File: src/rtl/lsu_mem_bridge_if.sv
// ----------------------------------------------------------------------------
// lsu_mem_bridge_if
//
// Purpose:
//   Bundles every handshake and bus signal of the load/store bridge. It has
//   three groups: the core-facing request/response channel and the read and
//   write ports of the word-wide data RAM.
//
// Parameters:
//   ADDR_W      byte address width on the request and memory sides
//
// Signals:
//   req_valid   request present (core -> bridge)
//   req_ready   bridge can accept a request (high only when idle)
//   req_we      0 = load, 1 = store
//   req_funct3  RV32I load/store funct3
//   req_addr    byte address
//   req_wdata   store data, sub-word taken from the LSBs
//   resp_valid  one-cycle response strobe
//   resp_rdata  extended load result (0 for stores and errors)
//   resp_err    unsupported funct3 or misaligned access
//   mem_r_en    RAM read enable
//   mem_r_addr  word-aligned RAM read address
//   mem_r_data  RAM read data, valid the cycle after mem_r_en
//   mem_w_en    RAM write enable
//   mem_w_addr  word-aligned RAM write address
//   mem_w_data  full word to write
//
// Modports:
//   slave   the bridge's view
//   master  the environment's view (core requester plus RAM model)
// ----------------------------------------------------------------------------
interface lsu_mem_bridge_if #(
    parameter int ADDR_W = 32
) ();

    logic              req_valid;
    logic              req_ready;
    logic              req_we;
    logic [2:0]        req_funct3;
    logic [ADDR_W-1:0] req_addr;
    logic [31:0]       req_wdata;

    logic              resp_valid;
    logic [31:0]       resp_rdata;
    logic              resp_err;

    logic              mem_r_en;
    logic [ADDR_W-1:0] mem_r_addr;
    logic [31:0]       mem_r_data;
    logic              mem_w_en;
    logic [ADDR_W-1:0] mem_w_addr;
    logic [31:0]       mem_w_data;

    modport slave (
        input  req_valid,
        output req_ready,
        input  req_we,
        input  req_funct3,
        input  req_addr,
        input  req_wdata,
        output resp_valid,
        output resp_rdata,
        output resp_err,
        output mem_r_en,
        output mem_r_addr,
        input  mem_r_data,
        output mem_w_en,
        output mem_w_addr,
        output mem_w_data
    );

    modport master (
        output req_valid,
        input  req_ready,
        output req_we,
        output req_funct3,
        output req_addr,
        output req_wdata,
        input  resp_valid,
        input  resp_rdata,
        input  resp_err,
        input  mem_r_en,
        input  mem_r_addr,
        output mem_r_data,
        input  mem_w_en,
        input  mem_w_addr,
        input  mem_w_data
    );

endinterface

File: src/rtl/lsu_mem_bridge.sv
// ----------------------------------------------------------------------------
// lsu_mem_bridge
//
// Purpose:
//   Load/store unit between the RV32I core's data-memory port and a word-wide
//   data RAM with a 1-cycle registered read. It accepts byte-addressed
//   LB/LH/LW/LBU/LHU/SB/SH/SW requests. It selects the little-endian lane and
//   sign/zero-extends load data. Sub-word stores are done as read-modify-write,
//   so the RAM only ever sees full-word accesses. Each request gets exactly
//   one response.
//
// Ports:
//   clk     clock
//   rst_n   synchronous reset, active-low
//   bus     lsu_mem_bridge_if.slave (request/response channel + RAM ports)
//
// Parameters:
//   ADDR_W  byte address width; must match the connected interface
//
// Optional build macro:
//   LSU_MISALIGN_CHECK_EN  when defined, the following requests are rejected
//                          with resp_err and make no RAM access:
//                          - halfword requests with addr[0]=1;
//                          - word requests with addr[1:0]!=0.
//                          When undefined, the misaligned low address bits
//                          are ignored.
//
// Latency from the accept edge to resp_valid:
//   load 3, SW 2, SB/SH 4, error 1.
// ----------------------------------------------------------------------------
module lsu_mem_bridge #(
    parameter int ADDR_W = 32
) (
    input  logic                 clk,
    input  logic                 rst_n,
    lsu_mem_bridge_if.slave      bus
);

    typedef enum logic [2:0] {
        IDLE,
        RD,
        CAP,
        MERGE,
        WR,
        RESP
    } state_t;

    state_t            state;

    // Request fields latched at accept. All later work uses these copies,
    // so the requester may change its inputs once the request is accepted.
    logic              we_q;
    logic [2:0]        funct3_q;
    logic [ADDR_W-1:0] addr_q;
    logic [31:0]       wdata_q;

    logic [31:0]       rdata_q;
    logic              err_q;
    logic [31:0]       w_data_q;

    logic              req_bad_f3;
    logic              req_misaligned;

    // Legal loads are funct3 0,1,2,4,5. Legal stores are 0,1,2.
    always_comb begin
        req_bad_f3 = 1'b0;
        if (bus.req_we) begin
            req_bad_f3 = (bus.req_funct3 > 3'd2);
        end else begin
            req_bad_f3 = (bus.req_funct3 == 3'd3) ||
                         (bus.req_funct3 == 3'd6) ||
                         (bus.req_funct3 == 3'd7);
        end
    end

`ifdef LSU_MISALIGN_CHECK_EN
    // funct3[1:0] encodes the access size (0 byte, 1 half, 2 word).
    // It is only consulted here for legal funct3 values.
    always_comb begin
        req_misaligned = 1'b0;
        case (bus.req_funct3[1:0])
            2'b01:   req_misaligned = bus.req_addr[0];
            2'b10:   req_misaligned = |bus.req_addr[1:0];
            default: req_misaligned = 1'b0;
        endcase
    end
`else
    assign req_misaligned = 1'b0;
`endif

    // Picks the addressed lane out of a RAM word and extends it to 32 bits.
    // For halfwords only addr[1] matters. For words the low bits are ignored.
    function automatic logic [31:0] load_extract(
        input logic [2:0]  f3,
        input logic [1:0]  off,
        input logic [31:0] word
    );
        logic [7:0]  lane_b;
        logic [15:0] lane_h;
        logic [31:0] res;
        lane_b = word[{off, 3'b000} +: 8];
        lane_h = off[1] ? word[31:16] : word[15:0];
        case (f3)
            3'b000:  res = {{24{lane_b[7]}}, lane_b};
            3'b001:  res = {{16{lane_h[15]}}, lane_h};
            3'b010:  res = word;
            3'b100:  res = {24'h0, lane_b};
            3'b101:  res = {16'h0, lane_h};
            default: res = 32'h0;
        endcase
        return res;
    endfunction

    // Overlays the store data on the old RAM word for sub-word stores.
    // Full-word stores never reach MERGE. The fallback branch simply
    // returns the store data unchanged.
    function automatic logic [31:0] store_merge(
        input logic [1:0]  size,
        input logic [1:0]  off,
        input logic [31:0] word,
        input logic [31:0] wd
    );
        logic [31:0] res;
        res = word;
        case (size)
            2'b00: res[{off, 3'b000} +: 8] = wd[7:0];
            2'b01: begin
                if (off[1]) begin
                    res[31:16] = wd[15:0];
                end else begin
                    res[15:0] = wd[15:0];
                end
            end
            default: res = wd;
        endcase
        return res;
    endfunction

    // Main control FSM with its datapath registers.
    // rdata_q and err_q change only on the way into RESP. That keeps the
    // response fields stable from one response to the next.
    always_ff @(posedge clk) begin
        if (!rst_n) begin
            state    <= IDLE;
            we_q     <= 1'b0;
            funct3_q <= 3'h0;
            addr_q   <= '0;
            wdata_q  <= 32'h0;
            rdata_q  <= 32'h0;
            err_q    <= 1'b0;
            w_data_q <= 32'h0;
        end else begin
            case (state)
                IDLE: begin
                    if (bus.req_valid) begin
                        we_q     <= bus.req_we;
                        funct3_q <= bus.req_funct3;
                        addr_q   <= bus.req_addr;
                        wdata_q  <= bus.req_wdata;
                        if (req_bad_f3 || req_misaligned) begin
                            rdata_q <= 32'h0;
                            err_q   <= 1'b1;
                            state   <= RESP;
                        end else if (!bus.req_we) begin
                            state <= RD;
                        end else if (bus.req_funct3[1:0] == 2'b10) begin
                            // A full-word store needs no read of the old word.
                            w_data_q <= bus.req_wdata;
                            state    <= WR;
                        end else begin
                            state <= RD;
                        end
                    end
                end
                RD: begin
                    state <= we_q ? MERGE : CAP;
                end
                CAP: begin
                    rdata_q <= load_extract(funct3_q, addr_q[1:0], bus.mem_r_data);
                    err_q   <= 1'b0;
                    state   <= RESP;
                end
                MERGE: begin
                    w_data_q <= store_merge(funct3_q[1:0], addr_q[1:0],
                                            bus.mem_r_data, wdata_q);
                    state    <= WR;
                end
                WR: begin
                    rdata_q <= 32'h0;
                    err_q   <= 1'b0;
                    state   <= RESP;
                end
                RESP: begin
                    state <= IDLE;
                end
                default: begin
                    state <= IDLE;
                end
            endcase
        end
    end

    // Strobes decode straight from the state register. RAM addresses come
    // from the latched request, with the byte offset dropped.
    assign bus.req_ready  = (state == IDLE);
    assign bus.mem_r_en   = (state == RD);
    assign bus.mem_w_en   = (state == WR);
    assign bus.resp_valid = (state == RESP);
    assign bus.mem_r_addr = {addr_q[ADDR_W-1:2], 2'b00};
    assign bus.mem_w_addr = {addr_q[ADDR_W-1:2], 2'b00};
    assign bus.mem_w_data = w_data_q;
    assign bus.resp_rdata = rdata_q;
    assign bus.resp_err   = err_q;

endmodule
File: src/flat_wrapper.sv
// flat-port wrapper written by rule: the top's interface ports become plain ports
module lsu_mem_bridge_flat 
#(
    parameter int ADDR_W = 32
)
  (clk, rst_n, bus_req_valid, bus_req_ready, bus_req_we, bus_req_funct3, bus_req_addr, bus_req_wdata, bus_resp_valid, bus_resp_rdata, bus_resp_err, bus_mem_r_en, bus_mem_r_addr, bus_mem_r_data, bus_mem_w_en, bus_mem_w_addr, bus_mem_w_data);
  lsu_mem_bridge_if #(.ADDR_W(ADDR_W)) bus_i ();
  input  logic clk;
  input  logic rst_n;
  input wire logic [$bits(bus_i.req_valid)-1:0] bus_req_valid;
  output wire logic [$bits(bus_i.req_ready)-1:0] bus_req_ready;
  input wire logic [$bits(bus_i.req_we)-1:0] bus_req_we;
  input wire logic [$bits(bus_i.req_funct3)-1:0] bus_req_funct3;
  input wire logic [$bits(bus_i.req_addr)-1:0] bus_req_addr;
  input wire logic [$bits(bus_i.req_wdata)-1:0] bus_req_wdata;
  output wire logic [$bits(bus_i.resp_valid)-1:0] bus_resp_valid;
  output wire logic [$bits(bus_i.resp_rdata)-1:0] bus_resp_rdata;
  output wire logic [$bits(bus_i.resp_err)-1:0] bus_resp_err;
  output wire logic [$bits(bus_i.mem_r_en)-1:0] bus_mem_r_en;
  output wire logic [$bits(bus_i.mem_r_addr)-1:0] bus_mem_r_addr;
  input wire logic [$bits(bus_i.mem_r_data)-1:0] bus_mem_r_data;
  output wire logic [$bits(bus_i.mem_w_en)-1:0] bus_mem_w_en;
  output wire logic [$bits(bus_i.mem_w_addr)-1:0] bus_mem_w_addr;
  output wire logic [$bits(bus_i.mem_w_data)-1:0] bus_mem_w_data;
  assign bus_i.req_valid = bus_req_valid;
  assign bus_req_ready = bus_i.req_ready;
  assign bus_i.req_we = bus_req_we;
  assign bus_i.req_funct3 = bus_req_funct3;
  assign bus_i.req_addr = bus_req_addr;
  assign bus_i.req_wdata = bus_req_wdata;
  assign bus_resp_valid = bus_i.resp_valid;
  assign bus_resp_rdata = bus_i.resp_rdata;
  assign bus_resp_err = bus_i.resp_err;
  assign bus_mem_r_en = bus_i.mem_r_en;
  assign bus_mem_r_addr = bus_i.mem_r_addr;
  assign bus_i.mem_r_data = bus_mem_r_data;
  assign bus_mem_w_en = bus_i.mem_w_en;
  assign bus_mem_w_addr = bus_i.mem_w_addr;
  assign bus_mem_w_data = bus_i.mem_w_data;
  lsu_mem_bridge #(.ADDR_W(ADDR_W)) u_core (.clk(clk), .rst_n(rst_n), .bus(bus_i));
endmodule
File: config.mk
export PLATFORM = sky130hd
export DESIGN_NAME = lsu_mem_bridge_flat
export DESIGN_NICKNAME = d
export VERILOG_FILES = /design/src/rtl/lsu_mem_bridge_if.sv /design/src/rtl/lsu_mem_bridge.sv /design/src/flat_wrapper.sv
export SDC_FILE = /design/constraint.sdc
export NUM_CORES = 1
export LEC_CHECK = 0
export BUFFER_PORTS_ARGS = -buffer_cell sky130_fd_sc_hd__buf_2
export CORE_MARGIN = 2
export CORE_UTILIZATION = 50
export CTS_CLUSTER_SIZE = 30
export DETAILED_ROUTE_END_ITERATION = 10
export PLACE_DENSITY_LB_ADDON = 0.15
export SYNTH_ARGS = -nofsm -noshare
export SYNTH_HDL_FRONTEND = slang
export SYNTH_SLANG_ARGS = --single-unit
File: constraint.sdc
create_clock -name clk -period 3.56 [get_ports clk]
set_clock_uncertainty 0.05 [all_clocks]
set_input_delay 1.068 -clock clk [delete_from_list [all_inputs] [get_ports clk]]
set_output_delay 1.068 -clock clk [all_outputs]
set_load 0.01 [all_outputs]
After elaboration in Yosys (flattened, before gate mapping)
Index checks and enable logic that the tools add are counted.

Add/sub/neg operators: 1. Magnitude comparators: 1. Equal/unequal tests: 19. Shifts and indexed selects: 3. Multiplexer cells: 24. Reduce and logical (&&, ||, !) cells: 13.

Operators with widths (number): two-way mux 32 bit (6); one-hot mux 32 bit (5 select lines) (1); one-hot mux 32 bit (2 select lines) (2); one-hot mux 32 bit (3 select lines) (1); two-way mux 16 bit (3); bitwise mux 32 bit (1); variable shift 8 x 7 -> 32 bit, first input constant (1); indexed part select 32 x 6 -> 8 bit (1); indexed part select 8 x 7 -> 32 bit (1); == test 3 bit, second input constant (6); == test 3 x 2 -> 1 bit, second input constant (4); two-way mux 3 bit (4); one-hot mux 3 bit (4 select lines) (1); negation 5 -> 7 bit (1); == test 3 x 1 -> 1 bit, second input constant (2); zero test 3 bit (2); inequality test 2 x 1 -> 1 bit, second input constant (3); AND reduction 3 bit (2); AND reduction 5 bit (1); two-way mux 1 bit (4); inequality test 2 bit, second input constant (2); nonzero test 2 bit (2); > comparator 3 x 2 -> 1 bit, second input constant (1); nonzero test 3 bit (1); 7 further kinds (8).

Register bits after elaboration: 136. Input port bits: 103. Output and inout bits: 133. Word-level logic and storage cells: 69.

Logic depth before layout (Yosys ltp)
Depth in word-level cells: 7. Depth in mapped cells: 10. Gate-level depth less buffers: 6.

Least setup slack after synthesis
Ideal clock, no wire load.

Kind: in2reg. Start point: in bus_req_valid. End point: reg u_core.rdata_q[2] (netlist: u_core.bus.resp_rdata[2]). Library setup time: 0.122 ns. Arrival time: 2.745 ns. Data required time: 3.388 ns. Slack: 0.643 ns. Stages on the path: 7. Path buffers: 3. Path through: or4b_1 > buf_2 > or3_1 > and3_1 > clkbuf_2 > buf_6 > a221o_1.

Longest elaborated chain between the ends: 2.

RTL lines: start: declaration (RTL line flat_wrapper.sv:10) `input wire logic [$bits(bus_i.req_valid)-1:0] bus_req_valid;`; inequality test 2 bit (no line); AND reduction 3 bit (no line); end signal: assignment (RTL line lsu_mem_bridge.sv:179) `rdata_q <= load_extract(funct3_q, addr_q[1:0], bus.mem_r_data);`; end: declaration (RTL line lsu_mem_bridge.sv:57) `logic [31:0] rdata_q;`.

No other way between the ends. A chain may end at the register's enable or synchronous reset.

Worst setup path after layout
Start point: in bus_req_valid. End point: reg u_core.w_data_q[11] (netlist: u_core.bus.mem_w_data[11]).

Longest elaborated chain between the ends: 2.

RTL lines: inequality test 2 bit (no line); AND reduction 5 bit (no line); end signal: assignment (RTL line lsu_mem_bridge.sv:168) `w_data_q <= bus.req_wdata;`; end signal: assignment (RTL line lsu_mem_bridge.sv:184) `w_data_q <= store_merge(funct3_q[1:0], addr_q[1:0],`; end: declaration (RTL line lsu_mem_bridge.sv:59) `logic [31:0] w_data_q;`.

No other way between the ends.

==> metrics.cfg <==
[run_status]
outcome=finished clean

[worst_setup_path]
reg2reg_slack_ns=0.90
cp.arrival_ns=3.12
required_ns=3.82
reg2reg_from=u_core.state[2]$_SDFFE_PN0P_
startpoint_type=primary input
r2r_cells=5
critPathSlowestCell=or4b_2
cp-end-kind=register
critPathMaxStageDelay_ns=0.60
crit_type=primary input to register
reg2reg_to=u_core.bus.mem_w_data[11]$_SDFFE_PN0P_
path_max_fanout=70
crit_chain=buf_2 -> or4b_2 -> buf_4 -> o211a_1 -> buf_12 -> a22o_1

[floorplanning]
die_x_um=120.1
die_y_um=120.1
die-area_um2=14420
initial_core_util_pct=51.08
core_um2=13190
pin_count=236
placementRows=42

[synth]
synthArstFlopShare_pct=0
yosys.area.top_type=dfxtp_1
synth_top_area_share_pct=40.41
seq_area_frac_synth_pct=40.41
yosys-top-cells-area=dfxtp_1 40%, nand2_1 9.8%, a21oi_1 7.1%, buf_4 7.1%, a221oi_1 4.3%
synth_area_um2=6738
synth_cells=825
avgSynthCellArea_um2=8.167
synth-edff-count=0
ys_ff_latch=136
synth.distinct_cells=52
synth-main-ff-cell=dfxtp_1
yosysWarnings=0

[clocking]
cts_root_buffer=clkbuf_16
cts_sinks=136
clk_latency_ns=0.42
holdBufCountCts=0
ctsResizeCount=0
cts.htree.levels=4
cts_inserted_buffers=17
max-clock-path-buffers=2
cts_setup_buffers=0
path_clk_slew_ns=0.06
cts_tree=yes

[global_routing]
grt_use_total_pct=28.12
grt_pass1_wl_mm=31.51
grt_max_degree=71
first_global_vias=5813
overflow=0
antenna_found_initial=0

[place]
dp_cells=1126
numPortBuffers=231
place_congestion=0.9408
hpwlAfterDp_mm=14.62
dpl-instance-area_um2=7586
post-place-ws_ns=0.2570

[hold_path]
min_from=u_core.wdata_q[18]$_SDFFE_PN0P_
hold_class=register to register
holdPathStages=2
holdPathEnd=u_core.wdata_q[18]$_SDFFE_PN0P_

[detailed_routing]
drt-total-wl_mm=20.44
dr.first_iter.drc_count=533
via_per_inst=5.663
drc=0
antenna_left=0
wl_per_cell_um=17.68
vias=6547
dr.pass1.iters=5

[timing]
finalSetupTns_ns=0
report.final.slew_viol_count=0
min_period_ns=2.858
tightestPinTransition_ns=1.058
rsz0062_at_grt=false
period_share_pct=80.28
fmax_mhz=349.9
setup_viol=0
hold_viol_final=0
setup_ws_ns=0.7020
slew_headroom_pct=29.31

[final_layout]
finalNetCount=1077
fin_area_um2=8229
layout-drive-gt1-share_pct=30.51
area_delta_synth_final_pct=22.14
regArea_um2=2723
finalNonFillerCells=1156
n_antenna_cell=0
multi_input_area_um2=3262
fill_cells=1204

[pwr]
powerDensity_nw_per_um2=583.1
power.leakage_nw=3.699
vdd_drop_max_uv=340.0

[flow_run]
maxCapViolations=0

[critical path: cells and delay by family]
kind / cells / cell delay (ns)
AOI/OAI and AO/OA: 2 / 0.71
buffers and inverters: 3 / 0.71
and+or+nand+nor: 1 / 0.60
[placed cells by master, fill, tap and decap left out, drive strengths merged, types with 3 or more instances in the layout]
cell	count
a32oi	5
o22ai	3
a221oi	33
o21ai	12
and3b	3
dfxtp	136
nor3	5
o31ai	19
nand2	176
nor2b	7
nor4b	4
inv	6
nand2b	7
nor3b	3
ha	5
mux2i	10
a22o	12
conb	4
bufinv	5
mux2	12
a21oi	96
clkinv	3
a221o	10
clkbuf	22
o2bb2ai	31
buf	253
a31oi	13
and2	4
nor2	40
or3	3
and3	9
nand4b	7
[state kept, by name, indices dropped and copies added, names as in the netlist]
register	cells
u_core.bus.mem_w_data	32
u_core.bus.resp_rdata	32
u_core.wdata_q	32
u_core.addr_q	32
u_core.funct3_q	3
u_core.state	3
u_core.we_q	1
u_core.bus.resp_err	1
[cell families (layout without fill, tap and decap cells)]
group                    Yosys count  after routing  share of synthesized area, %
other                              1              4                       0.05566
AND/OR/NAND/NOR                  278            278                         18.57
adder cells (fa/ha/maj)            5              5                        0.9285
multiplexers                      22             22                         3.491
buffers and inverters            137            289                         11.36
flip-flops                       136            136                         40.41
AO/OA/AOI/OAI                    246            246                         25.18
[report_power, final]
part	internal, mW	total [mW]	switching [mW]
clock	1.29	1.93	0.645
sequential	1.66	1.81	0.144
combinational	0.412	1.06	0.645
total	3.36	4.80	1.43
[metrics by stage]
step | total power, mW | hold slack [ns] | utilization, %
after floorplan | 2.587 | 0.3821 | -
after CTS | 4.812 | 0.4028 | 62.39
after detailed placement | 2.886 | 0.3861 | 57.51
final | 4.799 | 0.4028 | 62.39
after global routing | 5.019 | 0.4213 | 62.39
after global placement | 2.876 | 0.3815 | 57.51
[synth_stat cells (2+ instances only)]
library cell / instances
a31oi_1: 13
nand2_1: 176
o21ai_0: 12
mux2_2: 12
dfxtp_1: 136
nand2b_1: 7
nand3_1: 2
clkbuf_1: 57
and3b_1: 3
nor3b_1: 3
nor2b_1: 7
a32oi_1: 5
a221oi_1: 33
nor3_1: 5
a211oi_1: 2
a32o_1: 2
buf_1: 6
o22ai_1: 3
o31ai_1: 19
buf_2: 2
nand4b_1: 7
buf_4: 64
a221o_1: 10
o2bb2ai_1: 31
nor4b_1: 4
and2_1: 4
mux2i_1: 10
and3_1: 9
inv_1: 5
a21oi_1: 96
ha_1: 5
or3_1: 3
nor2_1: 40
nand4bb_1: 2
a21o_1: 2
a22o_1: 12
[final cells by class]
| class | count | share of cell area, % |
|---|---|---|
| clock buffers | 22 | 5.763 |
| clock inverters | 8 | 2.053 |
| repair buffers | 253 | 16.51 |
| inverters | 6 | 0.2737 |
| well taps | 176 | 2.676 |
| multi-input cells | 555 | 39.64 |
| flip-flops and latches | 136 | 33.08 |
[worst max path at each step]
| stage | start | end |
|---|---|---|
| CTS | bus_req_valid | u_core.bus.mem_w_data[11]$_SDFFE_PN0P_ |
| finish | bus_req_valid | u_core.bus.mem_w_data[11]$_SDFFE_PN0P_ |
| floorplan | bus_req_valid | u_core.bus.resp_rdata[2]$_SDFFE_PN0P_ |
| global placement | bus_req_valid | u_core.bus.mem_w_data[29]$_SDFFE_PN0P_ |
| global route | bus_req_valid | u_core.bus.mem_w_data[14]$_SDFFE_PN0P_ |
| detailed placement | bus_req_valid | u_core.bus.mem_w_data[11]$_SDFFE_PN0P_ |
[layer usage]
layer  GRT usage [%]  vias up  part of all wire [%]
li1                -     3171                     -
met1           38.18     3034                    44
met2           43.00      308                    46
met3           7.177       34                   8.2
met4           10.44        0                   2.1
met5               0        -                     0
Power figures use the tool's default switching activity.
